`config.mk`:
```
export PLATFORM = sky130hd
export DESIGN_NAME = jk_sync_counter
export DESIGN_NICKNAME = d
export VERILOG_FILES = /design/src/rtl/jk_pkg.sv /design/src/rtl/jk_ff.sv /design/src/rtl/jk_sync_counter.sv
export SDC_FILE = /design/constraint.sdc
export NUM_CORES = 1
export LEC_CHECK = 0
export CAP_MARGIN = 20
export CELL_PAD_IN_SITES_DETAIL_PLACEMENT = 1
export CELL_PAD_IN_SITES_GLOBAL_PLACEMENT = 2
export CORE_ASPECT_RATIO = 1.2
export CORE_MARGIN = 2
export CORE_UTILIZATION = 21
export DETAILED_ROUTE_END_ITERATION = 10
export HOLD_SLACK_MARGIN = 0.1
export PLACE_DENSITY = 0.81
export SLEW_MARGIN = 10
export SYNTH_ARGS = -nofsm -noshare
export SYNTH_HDL_FRONTEND = slang
export SYNTH_HIERARCHICAL = 1
export SYNTH_SLANG_ARGS = --single-unit
```
`constraint.sdc`:
```
create_clock -name clk -period 1.7 [get_ports clk]
set_clock_uncertainty 0.05 [all_clocks]
set_input_delay 0.255 -clock clk [delete_from_list [all_inputs] [get_ports clk]]
set_output_delay 0.255 -clock clk [all_outputs]
set_load 0.1 [all_outputs]
```
`src/rtl/jk_pkg.sv`:
```
// Shared JK definitions: drive encodings and the per-bit {J,K} derivation.
// Latency: none (constants and a pure function).
// Backpressure: not applicable.
package jk_pkg;

    // {J,K} encodings as seen by a JK flip-flop
    localparam logic [1:0] JK_HOLD = 2'b00;
    localparam logic [1:0] JK_RST  = 2'b01;
    localparam logic [1:0] JK_SET  = 2'b10;
    localparam logic [1:0] JK_TGL  = 2'b11;

    // {J,K} that moves one stored bit from q_bit to next_bit.
    // Only set/reset/hold come out of here; toggle is never requested.
    function automatic logic [1:0] jk_drive(input logic q_bit, input logic next_bit);
        logic [1:0] jk;
        jk = JK_HOLD;
        if (next_bit && !q_bit) begin
            jk = JK_SET;
        end else if (!next_bit && q_bit) begin
            jk = JK_RST;
        end
        return jk;
    endfunction

endpackage

```
`src/rtl/jk_ff.sv`:
```
// Positive-edge JK flip-flop with complementary registered outputs.
// Latency: one clock from j/k to q/qb.
// Backpressure: none; state updates every rising edge.
//
// Ports:
//   clk  rising-edge clock
//   rst  synchronous active-high reset (q=0, qb=1)
//   j,k  JK controls: 00 hold, 01 reset, 10 set, 11 toggle
//   q    stored bit
//   qb   complement of q, held in its own register
module jk_ff
    import jk_pkg::*;
(
    input  logic clk,
    input  logic rst,
    input  logic j,
    input  logic k,
    output logic q,
    output logic qb
);

    // qb is a separate register that is always written alongside q,
    // so it never depends combinationally on q.
    always_ff @(posedge clk) begin
        if (rst) begin
            q  <= 1'b0;
            qb <= 1'b1;
        end else begin
            case ({j, k})
                JK_SET: begin
                    q  <= 1'b1;
                    qb <= 1'b0;
                end
                JK_RST: begin
                    q  <= 1'b0;
                    qb <= 1'b1;
                end
                JK_TGL: begin
                    q  <= ~q;
                    qb <= ~qb;
                end
                default: begin
                    q  <= q;
                    qb <= qb;
                end
            endcase
        end
    end

endmodule

```
`src/rtl/jk_sync_counter.sv`:
```
// Up/down modulo-MOD counter whose state bits live in JK flip-flops.
// Latency: one clock from rst/load/en/up/d to q/qb; tc is combinational from q/en/up/load.
// Backpressure: none; en=0 with load=0 simply holds the count.
//
// Ports:
//   clk   rising-edge clock
//   rst   synchronous active-high reset (q=0)
//   en    count enable
//   up    direction, 1 = increment, 0 = decrement
//   load  synchronous parallel load (clamped to MOD-1)
//   d     parallel load value
//   q     current count
//   qb    registered complement of q
//   tc    terminal count: the next enabled edge wraps
module jk_sync_counter
    import jk_pkg::*;
#(
    parameter int WIDTH = 4,
    parameter int MOD   = 16
) (
    input  logic             clk,
    input  logic             rst,
    input  logic             en,
    input  logic             up,
    input  logic             load,
    input  logic [WIDTH-1:0] d,
    output logic [WIDTH-1:0] q,
    output logic [WIDTH-1:0] qb,
    output logic             tc
);

    // One extra bit so MOD == 2**WIDTH is representable in compares.
    localparam logic [WIDTH:0]   MOD_EXT = (WIDTH + 1)'(MOD);
    localparam logic [WIDTH-1:0] MAX_Q   = WIDTH'(MOD - 1);
    localparam logic [WIDTH-1:0] ZERO_Q  = '0;
    localparam logic [WIDTH-1:0] ONE_Q   = WIDTH'(1);

    logic             at_max;
    logic             at_zero;
    logic             in_range;
    logic             d_in_range;
    logic [WIDTH-1:0] nxt;

    assign at_max     = (q == MAX_Q);
    assign at_zero    = (q == ZERO_Q);
    assign in_range   = ({1'b0, q} < MOD_EXT);
    assign d_in_range = ({1'b0, d} < MOD_EXT);

    // Required next count. Wrap is an explicit compare so non-power-of-two
    // moduli work; an out-of-range state (only via X/upset) is folded onto
    // the wrap target of the current direction.
    always_comb begin
        nxt = q;
        if (load) begin
            nxt = d_in_range ? d : MAX_Q;
        end else if (en) begin
            if (up) begin
                nxt = (at_max || !in_range) ? ZERO_Q : q + ONE_Q;
            end else begin
                nxt = (at_zero || !in_range) ? MAX_Q : q - ONE_Q;
            end
        end
    end

    assign tc = en & ~load & ((up & at_max) | (~up & at_zero));

    // Reset is applied inside each flop, so nxt/JK need not consider rst.
    // When nxt == q (hold) every bit gets J=K=0.
    for (genvar i = 0; i < WIDTH; i++) begin : g_bit
        logic [1:0] jk;

        assign jk = jk_drive(q[i], nxt[i]);

        jk_ff u_ff (
            .clk (clk),
            .rst (rst),
            .j   (jk[1]),
            .k   (jk[0]),
            .q   (q[i]),
            .qb  (qb[i])
        );
    end

endmodule

```
==> Word level (Yosys, flattened, before mapping) <==
Cells that the tools add are included.
Widths: inputs -> output; s select.
{ "classes": {"n_addsub": 2, "mul": 0, "div_mod_pow": 0, "order_cmp": 0, "n_eq_ne": 13, "shifts": 0, "n_mux": 21, "n_bitwise": 15, "reduce_logical": 21} }
{ "op_table": {"columns": ["operator", "n"], "rows": [
  ["$pmux 1 s3", 8],
  ["$mux 4", 5],
  ["$eq 2x2->1 const B", 8],
  ["$reduce_bool 3->1", 4],
  ["$not 1->1", 10],
  ["$eq 2x1->1 const B", 4],
  ["$logic_and 1x1->1", 8],
  ["$logic_not 1->1", 8],
  ["$mux 2", 4],
  ["$add 4x1->4 const B", 1],
  ["$and 1x1->1", 4],
  ["$eq 4x4->1 const B", 1],
  ["$logic_not 4->1", 1],
  ["$mux 1", 4],
  ["$sub 4x1->4 const B", 1],
  ["$or 1x1->1", 1]
]} }
{ "totals": {"regBits": 8, "latch_bits": 0, "ramBits": 0, "romBits": 0, "output_inout_bits": 9, "wordCells": 80, "memories": 0} }

==> Depth between registers and ports, before layout <==
Gate-level depths: netlist of run 1.
{ "logic_depth": {"depth_word": 11, "mapped_depth": 8, "ltp_nobuf": 8} }

==> Modules after synthesis <==
The synthesis of run 1 kept the hierarchy.
{ "by_module_without_submodules": {"columns": ["mod", "instances", "cells_each", "area_each_um2"], "rows": [
  ["jk_sync_counter", 1, 43, 279.0],
  ["jk_ff", 4, 7, 68.8]
]} }

==> Worst setup path after synthesis of run 1 <==
OpenSTA, ideal clock, no wires.
{ "synth_path": {"path_kind": "register -> output", "from": "register g_bit[1].u_ff.q", "to": "output tc", "arrival_time_ns": 3.102, "required_time_ns": 1.395, "slack_ns": -1.707, "stages_incl_launch_ff": 4, "cell_sequence": "dfxtp_1 > ha_1 > nand4_1 > a21oi_1"} }
{ "synth_via": {"elab_chain_len": 4} }
{ "synth_lines": {"columns": ["element", "line_no", "text"], "rows": [
  ["start: declaration", "jk_ff.sv:18", "output logic q,"],
  ["start signal: assignment", "jk_ff.sv:39", "q <= ~q;"],
  ["start signal: assignment", "jk_ff.sv:43", "q <= q;"],
  ["$eq 4x4->1 or $logic_not 4->1 (tied branches)", "jk_sync_counter.sv:44, jk_sync_counter.sv:45", null],
  ["$and 1x1->1", "jk_sync_counter.sv:65", "assign tc = en & ~load & ((up & at_max) | (~up & at_zero));"],
  ["$or 1x1->1 *", "jk_sync_counter.sv:65", null],
  ["$and 1x1->1 *", "jk_sync_counter.sv:65", null],
  ["end: declaration", "jk_sync_counter.sv:29", "output logic tc"]
]} }
Every way passes the cells marked *; elsewhere a longest branch is shown, timed or not.

==> Worst setup path in the final report of run 1 <==
{ "layout_path": {"from": "register g_bit[0].u_ff.q", "to": "output tc"} }
{ "layout_via": {"elab_chain_len": 4} }
{ "layout_lines": {"columns": ["element", "line_no"], "rows": [
  ["start: declaration", "jk_ff.sv:18"],
  ["start signal: assignment", "jk_ff.sv:39"],
  ["start signal: assignment", "jk_ff.sv:43"],
  ["$eq 4x4->1 or $logic_not 4->1 (tied branches)", "jk_sync_counter.sv:44, jk_sync_counter.sv:45"],
  ["$and 1x1->1", "jk_sync_counter.sv:65"],
  ["$or 1x1->1 *", "jk_sync_counter.sv:65"],
  ["$and 1x1->1 *", "jk_sync_counter.sv:65"]
]} }
Marked as above.

==> results of run 1 <==
## final timing paths
kind,from,to,slack [ns],depth (start not counted)
hold reg to reg,g_bit[1].u_ff/qb,g_bit[1].u_ff/qb,0.49,2
setup / recovery,g_bit[0].u_ff/q,tc,-0.29,7
hold / removal,g_bit[1].u_ff/qb,g_bit[1].u_ff/qb,0.49,2
setup reg to reg,g_bit[0].u_ff/q,g_bit[0].u_ff/qb,-0.27,10
## cells in the final DEF (no fill, tap or decap), types with 2 or more instances in the layout
| cell type | instances |
|---|---|
| a21oi_2 | 2 |
| dfxtp_4 | 3 |
| buf_12 | 9 |
| or2_1 | 4 |
| nand2b_4 | 2 |
| a211oi_2 | 3 |
| nor2_1 | 7 |
| clkdlybuf4s50_1 | 8 |
| a21oi_4 | 2 |
| clkbuf_4 | 3 |
| nand2_1 | 6 |
| dfxtp_1 | 4 |
| buf_4 | 20 |
| buf_6 | 3 |
| a21o_1 | 4 |
| inv_1 | 2 |
## layout make-up
class | instances | area [sq um]
clock buffers | 4 | 26.3
fillers | 287 | 1350
repair buffers | 40 | 444
flip-flops and latches | 8 | 173
well taps | 33 | 41.3
multi-input cells | 57 | 477
inverters | 4 | 17.5
## logic make-up after synthesis
group,Yosys count
buffers and inverters,6
flip-flops,8
AO/OA/AOI/OAI,25
adder cells (fa/ha/maj),2
XOR/XNOR,1
AND/OR/NAND/NOR,29
## state kept, by name, summed over array words and instances (netlist names)
| register | cells |
|---|---|
| g_bit.u_ff/qb | 4 |
| g_bit.u_ff/q | 4 |
## where the power goes
part / internal, mW / switching (mW) / leakage [nW] / total [mW]
Combinational: 0.252 / 0.308 / 0.396 / 0.560
Sequential: 0.212 / 0.0349 / 0.0686 / 0.247
Clock: 0.0904 / 0.0740 / 0.0150 / 0.164
Total: 0.554 / 0.417 / 0.479 / 0.971
## per-layer routing
metal	routed length, microns	global-route usage	vias up
li1	-	-	340
met1	848	0.163	341
met2	1190	0.275	18
met3	103	0.0425	4
met4	24	0.0232	0
met5	0	0	-
## stage by stage
stage          instance area [sq um]  instances  TNS [ns]
6_report                        1180        146     -1.09
2_1_floorplan                    583         71    -0.910
4_1_cts                         1120        146     -1.33
3_5_place_dp                     988        134     -1.83
5_1_grt                         1180        146     -1.49
3_3_place_gp                     988        134     -1.45
## what timing repair did
item                                    CTS  global route
gates resized for setup                   8            17
setup buffers                             8             2
pin swaps                                 6             9
endpoints found under the setup margin    5             8
## critical path, stage by stage (launching register included)
cell and delay [ns]:
dfxtp_4 0.35, inv_2 0.06, ha_4 0.14, nand2b_4 0.05
or3_4 0.33, buf_6 0.13, a21oi_4 0.15, buf_12 0.19
==> Flow_metrics.wiki, run 1 <==
{| class="wikitable"
! Metric !! Value
|-
| Count of vias placed by the detailed router || roughly 700
|-
| Xor and xnor fraction of the mapped netlist area || 0.0158
|-
| Fraction of synthesized area in multiplexers || 0
|-
| Starting Density || 0.219
|-
| Setup slack after placement || -0.306 ns
|-
| # nets final || around 130
|-
| Number of synthesized register bits || 8
|-
| Sequential-to-total area share from yosys stat || 0.289
|-
| Clock insertion delay at the later pin of the skew report || 0.27 ns
|-
| Power per cell area || ~820 mW/mm^2
|-
| # hold bufs at CTS || 0
|-
| Total track usage || 0.146
|-
| Cell Area, Synth || 554 sq um
|-
| Fraction of post-synthesis cell area in the top cell type by area || 0.289
|-
| Violated checks || setup timing
|-
| Hpwl dp || 1430 microns
|-
| Combinational family with the most area after synthesis || compound AO/OA/AOI/OAI gates
|-
| Crit start category || register
|-
| CTS tree || yes
|-
| Hold Violations, Final || 0
|-
| Number of diodes || 0
|-
| Setup repair after global routing missed its margin || yes
|-
| Result of the run || complete, but fails checks
|-
| Least-Margin Pin Slew || a little over 0.4 ns
|-
| Clock transition time at the flip-flop clock pins of the worst setup and hold paths || around 0.06 ns
|-
| Average footprint of a synthesized cell || 7.81 sq um
|-
| Initial antenna violation count || 0
|-
| Share of the clock period used by the worst path after layout || 1.17
|-
| Height of the die || 60.3 microns
|-
| DR pass1 iterations || 4
|-
| Total number of yosys warnings || 6
|-
| Post-synth ARST share || 0
|-
| Layout-stage area growth over the synthesis result || 113%
|-
| LEAKAGE || between 0.4 and 0.5 nW
|-
| Crit end category || output port
|-
| Post-synthesis simple-gate area fraction || 0.280
|-
| Hold/Removal Path Class || register to register
|-
| Peak supply drop || about 0.48 mV
|-
| Remaining number of nets flagged by the antenna check after routing || 0
|-
| Fmax || just over 500 MHz
|-
| Minimum period implied by the final worst setup slack || ~2.0 ns
|-
| Compound-Gate Fraction of Synth Area || 0.327
|-
| Most area-hungry cell type in the Yosys netlist || dfxtp_1
|-
| Top flip-flop cell by instance count after synthesis || dfxtp_1
|-
| Worst EP arrival || about 1.7 ns
|-
| Ranking of synthesized cells by instance count || dfxtp_1, nor2_1, nand2_1
|-
| DIE AREA || between 0.003 and 0.004 sq mm
|-
| Congestion Overflow GR || 0
|-
| Via count normalized by instance count || slightly below 5
|-
| Clk sink count || 8
|-
| Worst Hold Margin || about 0.49 ns
|-
| Category of the most critical setup path || register to output port
|-
| Power, Total || around 970 uW
|-
| Synth Instances || 71
|-
| Number of buffer cells added on primary ports || 17
|-
| Core region area || about 0.0025 sq mm
|-
| Critical path fanouts, max || 2
|-
| Endpoint required time on the critical path || between 1 and 1.5 ns
|-
| Vias in the first global route || between 700 and 800
|-
| Number of remaining DRC errors || 0
|-
| Netlist cell types || 31
|-
| Number of standard-cell rows in the floorplan || 20
|-
| Adder and majority cell fraction of the synthesized area || 0.0451
|-
| Cell at the root of the clock tree || clkbuf_4
|-
| Total detailed-routing wirelength || 2160 microns
|-
| Fraction of layout instances using a drive strength above 1 || 0.549
|-
| Placer Congestion || between 0.8 and 0.9
|-
| First DRT Iteration DRCs || 3
|-
| Maximum number of pins on one net before global-route repair || 12
|-
| Max_cap viols || 0
|-
| First-pass GRT wire length || between 3000 and 4000 microns
|-
| Die span in x || roughly 51 microns
|-
| Ranking of synthesized cells by area || dfxtp_1, a211oi_1, a21o_1
|-
| Max H-tree Level || 1
|-
| Wire per inst || about 15 microns
|-
| Setup-violating endpoint count in the final report || 5
|-
| Post-route setup slack || -0.287 ns
|-
| Post-synth EDFFs || 0
|-
| Number of top-level pins || 18
|-
| Inserted Clock Buffers || 3
|-
| Net count after synthesis || 82
|-
| Utilization after layout || 0.466
|-
| Number of buffers between clock root and the deepest sink || 2
|-
| Total count of max-transition violations in the final report || 0
|-
| Tightest slew margin relative to the limit || 0.724
|}
No activity file was read; power rests on OpenSTA's default activity.
==> run 2, diff against run 1 <==
- CORE_ASPECT_RATIO: 1.2 -> 1.5
==> run 2 against run 1 <==
  * The run still ends with setup timing left
  * Non-clock buffer count is 10 lower
  * Global-route usage is 0.53 points lower
  * Core utilization is 3.7 points lower
  * Design area fell by 9.7%
  * Register-to-register slack improved by 0.11 ns
  * Sequential share of layout area is 1.6 points higher
  * Via count shrank 8.4%
  * Setup slack gained 0.12 ns
  * Sequential cell count unchanged
==> Flow_metrics.wiki, run 2 (same netlist as run 1, synthesis figures left out) <==
{| class="wikitable"
! Metric !! Value
|-
| Result of the run || complete, but fails checks (unchanged)
|-
| Violated checks || setup timing (unchanged)
|-
| # hold bufs at CTS || 0 (unchanged)
|-
| Minimum period implied by the final worst setup slack || 1.86 ns (was 1.99 ns)
|-
| Layout-stage area growth over the synthesis result || 92.1% (was 113%)
|-
| Max_cap viols || 0 (unchanged)
|-
| Die span in x || 45.9 microns (was 50.9 microns)
|-
| Number of top-level pins || 18 (unchanged)
|-
| Clock transition time at the flip-flop clock pins of the worst setup and hold paths || 0.07 ns (was 0.06 ns)
|-
| Endpoint of the most critical register-to-register path || g_bit[0].u_ff/qb (unchanged)
|-
| Total track usage || 0.141 (was 0.146)
|-
| Fraction of layout instances using a drive strength above 1 || 0.447 (was 0.549)
|-
| Clock insertion delay at the later pin of the skew report || 0.25 ns (was 0.27 ns)
|-
| LEAKAGE || 0.417 nW (was 0.479 nW)
|-
| Number of buffer cells added on primary ports || 17 (unchanged)
|-
| # nets final || 115 (was 125)
|-
| DR pass1 iterations || 4 (unchanged)
|-
| Wire per inst || 14.3 microns (was 14.8 microns)
|-
| Setup slack after placement || -0.324 ns (was -0.306 ns)
|-
| Critical path fanouts, max || 4 (was 2)
|-
| Worst Hold Margin || 0.477 ns (was 0.485 ns)
|-
| Post-route setup slack || -0.164 ns (was -0.287 ns)
|-
| Congestion Overflow GR || 0 (unchanged)
|-
| Hold Violations, Final || 0 (unchanged)
|-
| DIE AREA || 0.00307 sq mm (about the same)
|-
| Count of vias placed by the detailed router || 644 (was 703)
|-
| Total of fill cells in the finished design || 281 (was 287)
|-
| Category of the most critical setup path || register to output port (unchanged)
|-
| Fmax || 536 MHz (was 503 MHz)
|-
| Maximum number of pins on one net before global-route repair || 12 (unchanged)
|-
| Least-Margin Pin Slew || 0.601 ns (was 0.412 ns)
|-
| Hpwl dp || 1370 microns (was 1430 microns)
|-
| Cell at the root of the clock tree || clkbuf_4 (unchanged)
|-
| Number of diodes || 0 (unchanged)
|-
| Hold Path Sink || g_bit[2].u_ff/qb (was g_bit[1].u_ff/qb)
|-
| Remaining number of nets flagged by the antenna check after routing || 0 (unchanged)
|-
| Worst reg2reg path startpoint || g_bit[0].u_ff/q (unchanged)
|-
| Highest-count cells in the layout ignoring fill and taps || buf_4, buf_12, nor2_1, clkdlybuf4s50_1, nand2_1 (was buf_4, buf_12, clkdlybuf4s50_1)
|-
| Endpoint required time on the critical path || 1.39 ns (about the same)
|-
| Number of buffers between clock root and the deepest sink || 2 (unchanged)
|-
| Max H-tree Level || 1 (unchanged)
|-
| Setup repair after global routing missed its margin || yes (unchanged)
|-
| Clk sink count || 8 (unchanged)
|-
| Height of the die || 66.9 microns (was 60.3 microns)
|-
| CP startpoint || g_bit[0].u_ff/q (unchanged)
|-
| Cell depth of the worst min-delay path || 2 (unchanged)
|-
| Power per cell area || 861 mW/mm^2 (was 824 mW/mm^2)
|-
| Start point of the worst min-delay path || g_bit[2].u_ff/qb (was g_bit[1].u_ff/qb)
|-
| CTS tree || yes (unchanged)
|-
| Initial antenna violation count || 0 (unchanged)
|-
| Hold/Removal Path Class || register to register (unchanged)
|-
| Share of the clock period used by the worst path after layout || 1.10 (was 1.17)
|-
| Peak supply drop || 0.465 mV (was 0.477 mV)
|-
| R2r worst-path depth || 9 (was 10)
|-
| Total detailed-routing wirelength || 1820 microns (was 2160 microns)
|-
| Total count of max-transition violations in the final report || 0 (unchanged)
|-
| Tightest slew margin relative to the limit || 0.594 (was 0.724)
|-
| Biggest registers after layout || g_bit.u_ff/q: 4 flops, g_bit.u_ff/qb: 4 flops (unchanged)
|-
| Inserted Clock Buffers || 3 (unchanged)
|-
| Most common library cell in the layout ignoring fill and taps || buf_4 (unchanged)
|-
| Core region area || 0.00248 sq mm (was 0.00253 sq mm)
|-
| Number of remaining DRC errors || 0 (unchanged)
|-
| Starting Density || 0.224 (was 0.219)
|-
| Number of standard-cell rows in the floorplan || 22 (was 20)
|-
| Placer Congestion || 0.834 (was 0.824)
|-
| Setup-violating endpoint count in the final report || 4 (was 5)
|-
| Via count normalized by instance count || 5.07 (was 4.82)
|-
| Crit end category || output port (unchanged)
|-
| Worst EP arrival || 1.56 ns (was 1.68 ns)
|-
| Vias in the first global route || 674 (was 708)
|-
| Crit start category || register (unchanged)
|-
| First-pass GRT wire length || 3100 microns (was 3350 microns)
|-
| First DRT Iteration DRCs || 10 (was 3)
|-
| Worst R2R Setup Slack || -0.16 ns (was -0.27 ns)
|}
-- run 2: where the power goes --
| part | internal, mW | leakage (nW) | total (mW) | switching [mW] |
|---|---|---|---|---|
| clock | 0.0903 | 0.0150 | 0.167 | 0.0771 |
| combinational | 0.216 | 0.334 | 0.504 | 0.288 |
| sequential | 0.211 | 0.0686 | 0.246 | 0.0345 |
-- run 2: metal layers --
| metal | routed length, microns | vias up | share of wire | global-route usage |
|---|---|---|---|---|
| met5 | 0 | - | 0 | 0 |
| met4 | 14 | 0 | 0.0077 | 0.0607 |
| met3 | 81 | 2 | 0.045 | 0.0325 |
| met2 | 1040 | 19 | 0.57 | 0.245 |
| met1 | 682 | 304 | 0.38 | 0.154 |
| li1 | - | 319 | - | - |
-- run 2: area by class of cell --
cell class,instances,area [sq um],area share
clock buffer,4,26.3,0.0247
inverter,4,15.0,0.0141
multi-input combinational,57,463,0.435
sequential,8,173,0.162
tap,24,30.0,0.0282
timing repair buffer,30,358,0.336
-- run 2: how the worst max path moves through the flow --
stage                     slack (ns)                to
after CTS                      -0.18                tc
after global routing           -0.22                tc
after floorplan                -0.26                tc
final                          -0.16                tc
after global placement         -0.29  g_bit[0].u_ff/qb
after detailed placement       -0.32  g_bit[0].u_ff/qb
-- run 2: repair_timing --
item / in CTS / in global routing
endpoints found under the setup margin: 4 / 7
pin swaps: 7 / 3
resized for setup: 7 / 8
endpoints found under the hold margin: 0 / 0
setup buffers: 2 / 0
-- run 2: worst max-delay path, cell delays in order, from the launching register on --
cell and delay, ns:
dfxtp_4 0.36, inv_2 0.06, ha_4 0.14, nand2b_4 0.05, or3_4 0.34, a21oi_4 0.16
buf_12 0.19
-- run 2: stage by stage --
| stage | setup TNS, ns | utilization | std cells | instance area (sq um) | total power [mW] |
|---|---|---|---|---|---|
| 2_1_floorplan | -0.910 | - | 71 | 583 | 0.517 |
| 3_3_place_gp | -1.33 | 0.382 | 121 | 947 | 0.695 |
| 3_5_place_dp | -1.64 | 0.382 | 121 | 947 | 0.704 |
| 4_1_cts | -0.625 | 0.412 | 127 | 1020 | 0.903 |
| 5_1_grt | -0.933 | 0.430 | 127 | 1060 | 0.975 |
| 6_report | -0.474 | 0.430 | 127 | 1060 | 0.917 |
==> run 3, diff against run 2 <==
--- a/constraint.sdc
+++ b/constraint.sdc
@@ -4,2 +4,2 @@
 set_output_delay 0.255 -clock clk [all_outputs]
-set_load 0.1 [all_outputs]
+set_load 0.05 [all_outputs]
==> run 3 against run 2 <==
  * Core utilization shrank 2.2 points
  * Maximum frequency decreased by 4.3%
  * Combinational power down 23%
  * Wire length increased by 2.8%
  * Sequential cell count stayed put
  * Worst hold slack got worse by 0.031 ns
  * Critical path depth is 1 higher
  * Final cell count rose by 3.9%
  * The flow still finishes with violations (setup timing)
  * Sequential power barely moved
==> Flow_metrics.wiki, run 3 (same netlist as run 1, synthesis figures left out) <==
{| class="wikitable"
! Metric !! Value
|-
| Result of the run || complete, but fails checks (unchanged)
|-
| Violated checks || setup timing (unchanged)
|-
| Number of diodes || 0 (unchanged)
|-
| Utilization after layout || 0.408 (was 0.430)
|-
| Setup slack after placement || -0.295 ns (was -0.324 ns)
|-
| Max H-tree Level || 1 (unchanged)
|-
| LEAKAGE || 0.410 nW (was 0.417 nW)
|-
| Inserted Clock Buffers || 3 (unchanged)
|-
| Endpoint required time on the critical path || 1.39 ns (about the same)
|-
| Number of top-level pins || 18 (unchanged)
|-
| Height of the die || 66.9 microns (unchanged)
|-
| Setup-violating endpoint count in the final report || 5 (was 4)
|-
| Layout-stage area growth over the synthesis result || 82.2% (was 92.1%)
|-
| Clk sink count || 8 (unchanged)
|-
| Comb power frac || 0.497 (was 0.549)
|-
| Proportion of power drawn by the clock network || 0.188 (was 0.183)
|-
| Hold/Removal Path Class || register to register (unchanged)
|-
| Starting Density || 0.224 (unchanged)
|-
| Placer Congestion || 0.793 (was 0.834)
|-
| Count of vias placed by the detailed router || 654 (was 644)
|-
| Core region area || 0.00248 sq mm (unchanged)
|-
| Congestion Overflow GR || 0 (unchanged)
|-
| Maximum number of pins on one net before global-route repair || 12 (unchanged)
|-
| Max_cap viols || 0 (unchanged)
|-
| Least-Margin Pin Slew || 0.426 ns (was 0.601 ns)
|-
| Fraction of layout instances using a drive strength above 1 || 0.491 (was 0.447)
|-
| Initial antenna violation count || 0 (unchanged)
|-
| Worst EP arrival || 1.64 ns (was 1.56 ns)
|-
| Peak supply drop || 0.347 mV (was 0.465 mV)
|-
| Hpwl dp || 1390 microns (was 1370 microns)
|-
| Area of placed instances || 860 sq um (was 947 sq um)
|-
| Power per cell area || 778 mW/mm^2 (was 861 mW/mm^2)
|-
| # hold bufs at CTS || 0 (unchanged)
|-
| Highest-count cells in the layout ignoring fill and taps || buf_4, nor2_1, clkdlybuf4s50_1 (was buf_4, buf_12, nor2_1, clkdlybuf4s50_1, nand2_1)
|-
| Share of the clock period used by the worst path after layout || 1.15 (was 1.10)
|-
| Remaining number of nets flagged by the antenna check after routing || 0 (unchanged)
|-
| Die span in x || 45.9 microns (unchanged)
|-
| Cell-internal power || 485 uW (was 518 uW)
|-
| Via count normalized by instance count || 4.95 (was 5.07)
|-
| DR pass1 iterations || 2 (was 4)
|-
| Worst Hold Margin || 0.445 ns (was 0.477 ns)
|-
| Number of standard-cell rows in the floorplan || 22 (unchanged)
|-
| Vias in the first global route || 704 (was 674)
|-
| Number of remaining DRC errors || 0 (unchanged)
|-
| Clock transition time at the flip-flop clock pins of the worst setup and hold paths || 0.06 ns (was 0.07 ns)
|-
| First-pass GRT wire length || 3100 microns (unchanged)
|-
| Setup repair after global routing missed its margin || yes (unchanged)
|-
| Crit start category || register (unchanged)
|-
| Hold Violations, Final || 0 (unchanged)
|-
| Biggest registers after layout || g_bit.u_ff/q: 4 flops, g_bit.u_ff/qb: 4 flops (unchanged)
|-
| Final design area excluding fillers || 0.00101 sq mm (was 0.00106 sq mm)
|-
| Total of fill cells in the finished design || 302 (was 281)
|-
| R2r worst-path depth || 9 (unchanged)
|-
| Post-route setup slack || -0.247 ns (was -0.164 ns)
|-
| Number of buffers between clock root and the deepest sink || 2 (unchanged)
|-
| Wire per inst || 14.1 microns (was 14.3 microns)
|-
| # nets final || 121 (was 115)
|-
| Total detailed-routing wirelength || 1870 microns (was 1820 microns)
|-
| Fmax || 514 MHz (was 536 MHz)
|-
| Cell at the root of the clock tree || clkbuf_4 (unchanged)
|-
| Total track usage || 0.140 (was 0.141)
|-
| First DRT Iteration DRCs || 5 (was 10)
|-
| Power spent charging and discharging nets || 301 uW (was 399 uW)
|-
| Most common library cell in the layout ignoring fill and taps || buf_4 (unchanged)
|-
| Category of the most critical setup path || register to output port (unchanged)
|-
| Tightest slew margin relative to the limit || 0.712 (was 0.594)
|-
| DIE AREA || 0.00307 sq mm (unchanged)
|-
| Cell depth of the worst min-delay path || 2 (unchanged)
|-
| Number of buffer cells added on primary ports || 17 (unchanged)
|-
| Switching Fraction || 0.383 (was 0.435)
|-
| CTS tree || yes (unchanged)
|-
| Total count of max-transition violations in the final report || 0 (unchanged)
|-
| Summed negative setup slack over all endpoints || -0.758 ns (was -0.474 ns)
|-
| Sequential share of power || 0.315 (was 0.268)
|-
| Minimum period implied by the final worst setup slack || 1.95 ns (was 1.86 ns)
|-
| Crit end category || output port (unchanged)
|-
| Clock insertion delay at the later pin of the skew report || 0.26 ns (was 0.25 ns)
|-
| Critical path fanouts, max || 4 (unchanged)
|}
-- run 3: timing repair --
item | 4_1_cts | 5_1_grt
pin swaps | 8 | 9
buffers inserted | 3 | 3
setup endpoints to repair | 4 | 9
resized for setup | 6 | 12
-- run 3: final timing paths --
| kind | start | endpoint | slack (ns) |
|---|---|---|---|
| max | g_bit[0].u_ff/q | tc | -0.25 |
| min | g_bit[1].u_ff/qb | g_bit[1].u_ff/qb | 0.45 |
| max reg2reg | g_bit[0].u_ff/q | g_bit[3].u_ff/qb | -0.16 |
| min reg2reg | g_bit[1].u_ff/qb | g_bit[1].u_ff/qb | 0.45 |
-- run 3: per-stage QoR --
step	total power, mW	std cells
after global routing	0.847	132
after CTS	0.754	129
after detailed placement	0.572	123
after global placement	0.561	123
final	0.786	132
after floorplan	0.433	71
-- run 3: layout make-up --
class	count	area, sq um	area share
Tap cell	24	30.0	0.0297
Clock buffer	3	22.5	0.0223
Multi-Input combinational cell	57	463	0.458
Sequential cell	8	170	0.169
Inverter	4	17.5	0.0173
Timing Repair Buffer	36	307	0.304
-- run 3: power by group through the flow --
stage	Sequential, mW	Combinational (mW)	Clock, mW
after floorplan	0.318	0.115	0
after global routing	0.253	0.421	0.173
after detailed placement	0.251	0.321	0
after CTS	0.247	0.346	0.161
after global placement	0.248	0.313	0
final	0.247	0.390	0.148
-- run 3: worst max-delay path, stage by stage (launching register included) --
cell      delay, ns
dfxtp_4        0.36
inv_4          0.06
ha_4           0.14
nand2b_4       0.05
or3_4          0.34
buf_6          0.13
a21oi_4        0.16
buf_12         0.15
-- run 3: per-layer routing --
layer,vias to the layer above,track usage,wire (microns)
li1,332,-,-
met2,15,0.259,1020
met5,-,0,0
met4,0,0.0321,0
met1,307,0.144,770
met3,0,0.0488,79
